[config.mk]
export PLATFORM = sky130hd
export DESIGN_NAME = plic_gateway
export DESIGN_NICKNAME = d
export VERILOG_FILES = /design/src/rtl/plic_gw_pkg.sv /design/src/rtl/plic_gw_src.sv /design/src/rtl/plic_gateway.sv
export SDC_FILE = /design/constraint.sdc
export NUM_CORES = 2
export LEC_CHECK = 0
export ABC_AREA = 1
export CAP_MARGIN = 5
export CORE_MARGIN = 5
export CORE_UTILIZATION = 40
export DETAILED_ROUTE_END_ITERATION = 8
export PLACE_DENSITY = 0.69
export REMOVE_ABC_BUFFERS = 1
export SLEW_MARGIN = 20
export SYNTH_ARGS = -nofsm -noshare
export SYNTH_HDL_FRONTEND = slang
export SYNTH_HIERARCHICAL = 1
export SYNTH_SLANG_ARGS = --single-unit
[constraint.sdc]
create_clock -name pclk_i -period 5.5 [get_ports pclk_i]
set_input_delay 0.55 -clock pclk_i [delete_from_list [all_inputs] [get_ports pclk_i]]
set_output_delay 0.55 -clock pclk_i [all_outputs]
set_load 0.02 [all_outputs]
[src/rtl/plic_gw_pkg.sv]
// Shared types and sizing helpers for the PLIC interrupt gateway.
package plic_gw_pkg;

  typedef enum logic [1:0] {
    IDLE    = 2'b00,
    PENDING = 2'b01,
    ACTIVE  = 2'b10
  } gw_state_e;

  // Width of a source ID; never narrower than one bit.
  function automatic int id_width(input int n);
    return (n > 1) ? $clog2(n) : 1;
  endfunction

  // Saturation value of a queued-edge counter of the given width.
  function automatic int cnt_max(input int w);
    return (1 << w) - 1;
  endfunction

endpackage

[src/rtl/plic_gw_src.sv]
// One interrupt source: synchroniser, edge detect, queued-edge counter,
// sticky overflow flag and the IDLE/PENDING/ACTIVE claim-complete FSM.
module plic_gw_src
  import plic_gw_pkg::*;
#(
  parameter int SYNC_STAGES = 2,
  parameter int EDGE_CNT_W  = 4
) (
  input  logic pclk_i,
  input  logic prst_n_i,
  input  logic test_mode_i,
  input  logic irq,
  input  logic edge_mode,
  input  logic claim_hit,
  input  logic complete_hit,
  input  logic ovf_clr,
  output logic pending,
  output logic active,
  output logic edge_ovf
);

  localparam logic [EDGE_CNT_W-1:0] CNT_MAX = EDGE_CNT_W'(cnt_max(EDGE_CNT_W));

  logic [SYNC_STAGES-1:0] sync_q;
  logic                   s;
  logic                   s_d;
  logic                   edge_det;
  logic                   consume;
  logic                   ovf_set;
  logic [EDGE_CNT_W-1:0]  cnt_q;
  logic [EDGE_CNT_W-1:0]  cnt_d;
  gw_state_e              state_q;
  gw_state_e              state_d;

  // Shift the raw request through the metastability chain.
  always_ff @(posedge pclk_i or negedge prst_n_i) begin
    if (!prst_n_i) sync_q <= '0;
    else           sync_q <= {sync_q[SYNC_STAGES-2:0], irq};
  end

  assign s        = test_mode_i ? irq : sync_q[SYNC_STAGES-1];
  assign edge_det = s & ~s_d;

  // Previous sample, queued-edge counter and sticky overflow flag.
  always_ff @(posedge pclk_i or negedge prst_n_i) begin
    if (!prst_n_i) begin
      s_d      <= 1'b0;
      cnt_q    <= '0;
      edge_ovf <= 1'b0;
    end else begin
      s_d      <= s;
      cnt_q    <= cnt_d;
      edge_ovf <= ovf_set | (edge_ovf & ~ovf_clr);
    end
  end

  // State register.
  always_ff @(posedge pclk_i or negedge prst_n_i) begin
    if (!prst_n_i) state_q <= IDLE;
    else           state_q <= state_d;
  end

  // Next state; consume marks an edge-mode entry into PENDING that uses up one queued or fresh edge.
  always_comb begin
    state_d = state_q;
    consume = 1'b0;
    case (state_q)
      IDLE: begin
        if (edge_mode) begin
          if (edge_det || (cnt_q != '0)) begin
            state_d = PENDING;
            consume = 1'b1;
          end
        end else if (s) begin
          state_d = PENDING;
        end
      end
      PENDING: begin
        if (claim_hit)              state_d = ACTIVE;
        else if (!edge_mode && !s)  state_d = IDLE;
      end
      ACTIVE: begin
        if (complete_hit) begin
          if (edge_mode) begin
            if (edge_det || (cnt_q != '0)) begin
              state_d = PENDING;
              consume = 1'b1;
            end else begin
              state_d = IDLE;
            end
          end else begin
            state_d = s ? PENDING : IDLE;
          end
        end
      end
      default: state_d = IDLE;
    endcase
  end

  // Counter update: net of the fresh edge and the consumed edge, saturating with overflow detect.
  always_comb begin
    cnt_d   = cnt_q;
    ovf_set = 1'b0;
    if (!edge_mode) begin
      cnt_d = '0;
    end else if (edge_det && !consume) begin
      if (cnt_q == CNT_MAX) ovf_set = 1'b1;
      else                  cnt_d   = cnt_q + EDGE_CNT_W'(1);
    end else if (!edge_det && consume) begin
      cnt_d = cnt_q - EDGE_CNT_W'(1);
    end
  end

  // Status outputs decoded straight from the state flops.
  always_comb begin
    pending = (state_q == PENDING);
    active  = (state_q == ACTIVE);
  end

endmodule

[src/rtl/plic_gateway.sv]
// PLIC interrupt gateway: per-source request FSMs plus claim/complete decode
// with lowest-target-index priority when several targets claim the same ID.
module plic_gateway
  import plic_gw_pkg::*;
#(
  parameter int NUM_IRQ     = 64,
  parameter int NUM_TGT     = 8,
  parameter int SYNC_STAGES = 2,
  parameter int EDGE_CNT_W  = 4,
  parameter int ID_W        = id_width(NUM_IRQ)
) (
  input  logic                    pclk_i,
  input  logic                    prst_n_i,
  input  logic                    test_mode_i,
  input  logic [NUM_IRQ-1:0]      irq_i,
  input  logic [NUM_IRQ-1:0]      irq_edge_mode_i,
  input  logic [NUM_TGT-1:0]      claim_vld_i,
  input  logic [NUM_TGT*ID_W-1:0] claim_id_i,
  output logic [NUM_TGT-1:0]      claim_ack_o,
  input  logic [NUM_TGT-1:0]      complete_vld_i,
  input  logic [NUM_TGT*ID_W-1:0] complete_id_i,
  output logic [NUM_IRQ-1:0]      pending_o,
  output logic [NUM_IRQ-1:0]      active_o,
  output logic [NUM_IRQ-1:0]      edge_ovf_o,
  input  logic [NUM_IRQ-1:0]      ovf_clr_i
);

  logic [ID_W-1:0]    claim_id    [NUM_TGT];
  logic [ID_W-1:0]    complete_id [NUM_TGT];
  logic [NUM_IRQ-1:0] claim_hit;
  logic [NUM_IRQ-1:0] complete_hit;
  logic               unused_bits;

  // Unpack the per-target ID buses.
  always_comb begin
    for (int t = 0; t < NUM_TGT; t++) begin
      claim_id[t]    = claim_id_i[t*ID_W +: ID_W];
      complete_id[t] = complete_id_i[t*ID_W +: ID_W];
    end
  end

  // Accept a claim when its ID is pending and no lower-index target claims the same ID this cycle.
  always_comb begin
    logic sel_pend;
    logic shadowed;
    claim_ack_o = '0;
    sel_pend    = 1'b0;
    shadowed    = 1'b0;
    for (int t = 0; t < NUM_TGT; t++) begin
      sel_pend = 1'b0;
      shadowed = 1'b0;
      for (int i = 1; i < NUM_IRQ; i++) begin
        if ((claim_id[t] == ID_W'(i)) && pending_o[i]) sel_pend = 1'b1;
      end
      for (int u = 0; u < t; u++) begin
        if (claim_vld_i[u] && (claim_id[u] == claim_id[t])) shadowed = 1'b1;
      end
      claim_ack_o[t] = claim_vld_i[t] & sel_pend & ~shadowed;
    end
  end

  // Fold accepted claims and completes of active IDs into per-source strobes.
  always_comb begin
    claim_hit    = '0;
    complete_hit = '0;
    for (int i = 1; i < NUM_IRQ; i++) begin
      for (int t = 0; t < NUM_TGT; t++) begin
        if (claim_ack_o[t] && (claim_id[t] == ID_W'(i))) claim_hit[i] = 1'b1;
        if (complete_vld_i[t] && (complete_id[t] == ID_W'(i)) && active_o[i]) complete_hit[i] = 1'b1;
      end
    end
  end

  for (genvar i = 1; i < NUM_IRQ; i++) begin : g_src
    plic_gw_src #(
      .SYNC_STAGES (SYNC_STAGES),
      .EDGE_CNT_W  (EDGE_CNT_W)
    ) u_src (
      .pclk_i       (pclk_i),
      .prst_n_i     (prst_n_i),
      .test_mode_i  (test_mode_i),
      .irq          (irq_i[i]),
      .edge_mode    (irq_edge_mode_i[i]),
      .claim_hit    (claim_hit[i]),
      .complete_hit (complete_hit[i]),
      .ovf_clr      (ovf_clr_i[i]),
      .pending      (pending_o[i]),
      .active       (active_o[i]),
      .edge_ovf     (edge_ovf_o[i])
    );
  end

  // ID 0 is reserved and never requests.
  assign pending_o[0]  = 1'b0;
  assign active_o[0]   = 1'b0;
  assign edge_ovf_o[0] = 1'b0;

  assign unused_bits = ^{irq_i[0], irq_edge_mode_i[0], ovf_clr_i[0], claim_hit[0], complete_hit[0]};

endmodule
==> results.json <==
{
  "max-vdd-ir-drop_mv": 0.224,
  "slowest_delay_ns": 0.84,
  "die_h_microns": 397,
  "clock_skew_ns": 0.0509,
  "tns_ns": 0,
  "crit_slowest_cell": "clkdlybuf4s50_1",
  "hold_viol": 0,
  "start_util_pct": 40.1,
  "path_max_fanout": 21,
  "cts-root-buf": "clkbuf_16",
  "drt_first_pass_iters": 9,
  "syn_inst": 9890,
  "rows": 142,
  "finalCritPeriodShare_pct": 91.2,
  "ioPinCount": 507,
  "clk_path_buf_depth": 3,
  "drc_errors": 8,
  "worstSkewPairLatency_ns": 0.74,
  "cts_setup_buffers": 0,
  "power_leakage_uw": 0.0368,
  "clkTransAtPathRegs_ns": 0.08,
  "ys_ff_latch": 630,
  "drv_slew": 0,
  "critPathKind": "in -> out",
  "status": "finished with violations",
  "setup_viol": 0,
  "drive_above_1_share_pct": 9.76,
  "numCtsBuffers": 80,
  "dpl.hpwl_microns": 214000,
  "coreArea_sq_um": 150000,
  "fp.dieW_microns": 397,
  "detail-route-antenna-nets": 0,
  "fmaxAchievable_mhz": 199,
  "wire_per_inst_microns": 22.3,
  "place_congestion": 1.10,
  "cpMostUsedCell": "nand2_1",
  "h-tree-depth": 3,
  "numPlacedInstances": 12352,
  "cp-end-kind": "primary output",
  "syn_area_sq_um": 60000,
  "p_total_uw": 26900,
  "grt_pass1_wl_microns": 409000,
  "antenna_found_initial": 38,
  "die_area_sq_um": 158000,
  "design_area_sq_um": 70900,
  "track_usage_pct": 34.2,
  "crit_path_start_kind": "input port",
  "slew_headroom_pct": 16.4,
  "viasPerCell": 5.57,
  "final_common_cell": "nand2_1",
  "wl_microns": 280000,
  "layout_common_cells": "nand2_1, inv_1, nor2_1",
  "worst_pin_slew_ns": 1.25,
  "syn_to_final_growth_pct": 18.1,
  "ys_types": 48,
  "placed_area_sq_um": 68100,
  "grt-ovfl-total": 0,
  "synth_area_per_cell_sq_um": 6.07,
  "grt_setup_unrepaired": "no",
  "violations": "DRC",
  "ys.warnings.count": 6,
  "io_buffers": 500,
  "cap_violations": 0,
  "drt_iter0_drc": 8307,
  "synth_area_leader_cell": "dfrtp_1",
  "synth-seq-area-share_pct": 26.3,
  "cts_tree": "done",
  "cts.sinks": 630,
  "route.vias.total": 69796,
  "cp.arrival_ns": 4.46,
  "powerDensity_nw_per_um2": 379,
  "nets": 10978,
  "path_cells": "clkdlybuf4s50_1 > inv_2 > nor2_2 > inv_2 > nor2_1 > nand2_1 > nand2_1 > nor2_1 > and2_1 > nand2_1 > nor2_2 > nand2_4 > and2_1 > clkdlybuf4s50_1",
  "crit_required_ns": 4.95,
  "synth_top_area_share_pct": 26.3,
  "fin_hold_ws_ns": 0.326,
  "synth_area_leaders": "dfrtp_1, nand2_1, nand3_1, inv_1, nor2_1",
  "fin_cells": 12539,
  "grt_max_degree": 127,
  "grt_pass1_vias": 65224,
  "min_period_ns": 5.01,
  "hp-class": "in -> reg"
}
-- registers in the layout (all words and copies together) (netlist names) --
register,flops
g_src.u_src/sync_q,126
g_src.u_src/state_q,126
g_src.u_src/edge_ovf,63
g_src.u_src/cnt_q,252
g_src.u_src/s_d,63
-- area by class of cell --
cell class	instances	area, sq um
antenna	41	103
clock buffer	112	2300
clock inverter	33	328
fill	15505	78700
inverter	1512	5680
multi-input combinational	7444	37100
sequential	630	15800
tap	2016	2520
timing repair buffer	751	7070
-- per-layer routing --
layer	GRT usage [%]	vias to the layer above	share of wire, %
met3	11.2	1133	12
li1	-	32442	-
met5	0.739	-	0.076
met4	25.4	12	9.0
met1	42.1	32230	38
met2	49.6	3979	41
-- synthesized netlist by cell type (all sizes together) --
library cell / count
a211oi: 1
a21boi: 9
a21oi: 94
a221oi: 5
a22oi: 1
and2: 71
buf: 214
clkbuf: 91
clkinv: 18
conb: 1
dfrtp: 630
dlygate4sd1: 1
ha: 252
inv: 1494
nand2: 2985
nand3: 1499
nand3b: 63
nand4: 49
nor2: 1479
nor3: 154
nor4: 8
o2111a: 1
o2111ai: 5
o211ai: 8
o21ai: 277
o221ai: 24
o22ai: 248
o2bb2ai: 1
o31a: 8
o32ai: 1
o41a: 46
or2: 1
or3: 1
xnor2: 15
xor2: 135
-- cells by family (layout without fill, tap and decap cells) --
group                      Yosys count  after routing  synth area share, %
AOI/OAI and AO/OA                  729            729                 7.44
xor gates and xnor gates           150            150                 2.19
adders and majority gates          252            252                 5.25
buffers and inverters             1818           2408                 12.1
DFF                                630            630                 26.3
other                                1             44              0.00625
and+or+nand+nor                   6310           6310                 46.7
-- critical path, delay by kind of cell --
kind / cells / cell delay, ns
and+or+nand+nor: 10 / 1.73
buffers and inverters: 4 / 2.15
-- what timing repair did --
item,4_1_cts,5_1_grt
endpoints found under the hold margin,85,0
hold buffers,1,0
resized for setup,0,0
-- power breakdown --
part,leakage [uW],switching (uW),internal (uW)
registers,0.00790,1420,5780
clock network,0.00129,2310,3080
logic,0.0276,9710,4590
total,0.0368,13400,13500
-- through the flow --
stage          setup WS [ns]  util [%]
2_1_floorplan           1.49         -
3_3_place_gp           0.664      45.5
3_5_place_dp           0.730      45.5
4_1_cts                0.707      47.3
5_1_grt                0.437      47.3
6_report               0.486      47.4
-- final timing paths --
path | cells after the start | startpoint | endpoint | slack, ns
max in group asynchronous | 3 | prst_n_i | g_src[37].u_src/cnt_q[1]$_DFFE_PN0P_ | 3.45
setup reg to reg | 19 | g_src[4].u_src/state_q[0]$_DFFE_PN0P_ | g_src[19].u_src/state_q[0]$_DFFE_PN0P_ | 1.23
hold / removal | 1 | irq_i[6] | g_src[6].u_src/sync_q[0]$_DFF_PN0_ | 0.33
hold reg to reg | 0 | g_src[33].u_src/sync_q[0]$_DFF_PN0_ | g_src[33].u_src/sync_q[1]$_DFF_PN0_ | 0.34
min in group asynchronous | 2 | prst_n_i | g_src[27].u_src/s_d$_DFF_PN0_ | 0.44
setup / recovery | 14 | claim_id_i[40] | claim_ack_o[6] | 0.49
Note: power is estimated with default switching activity, not from simulation.
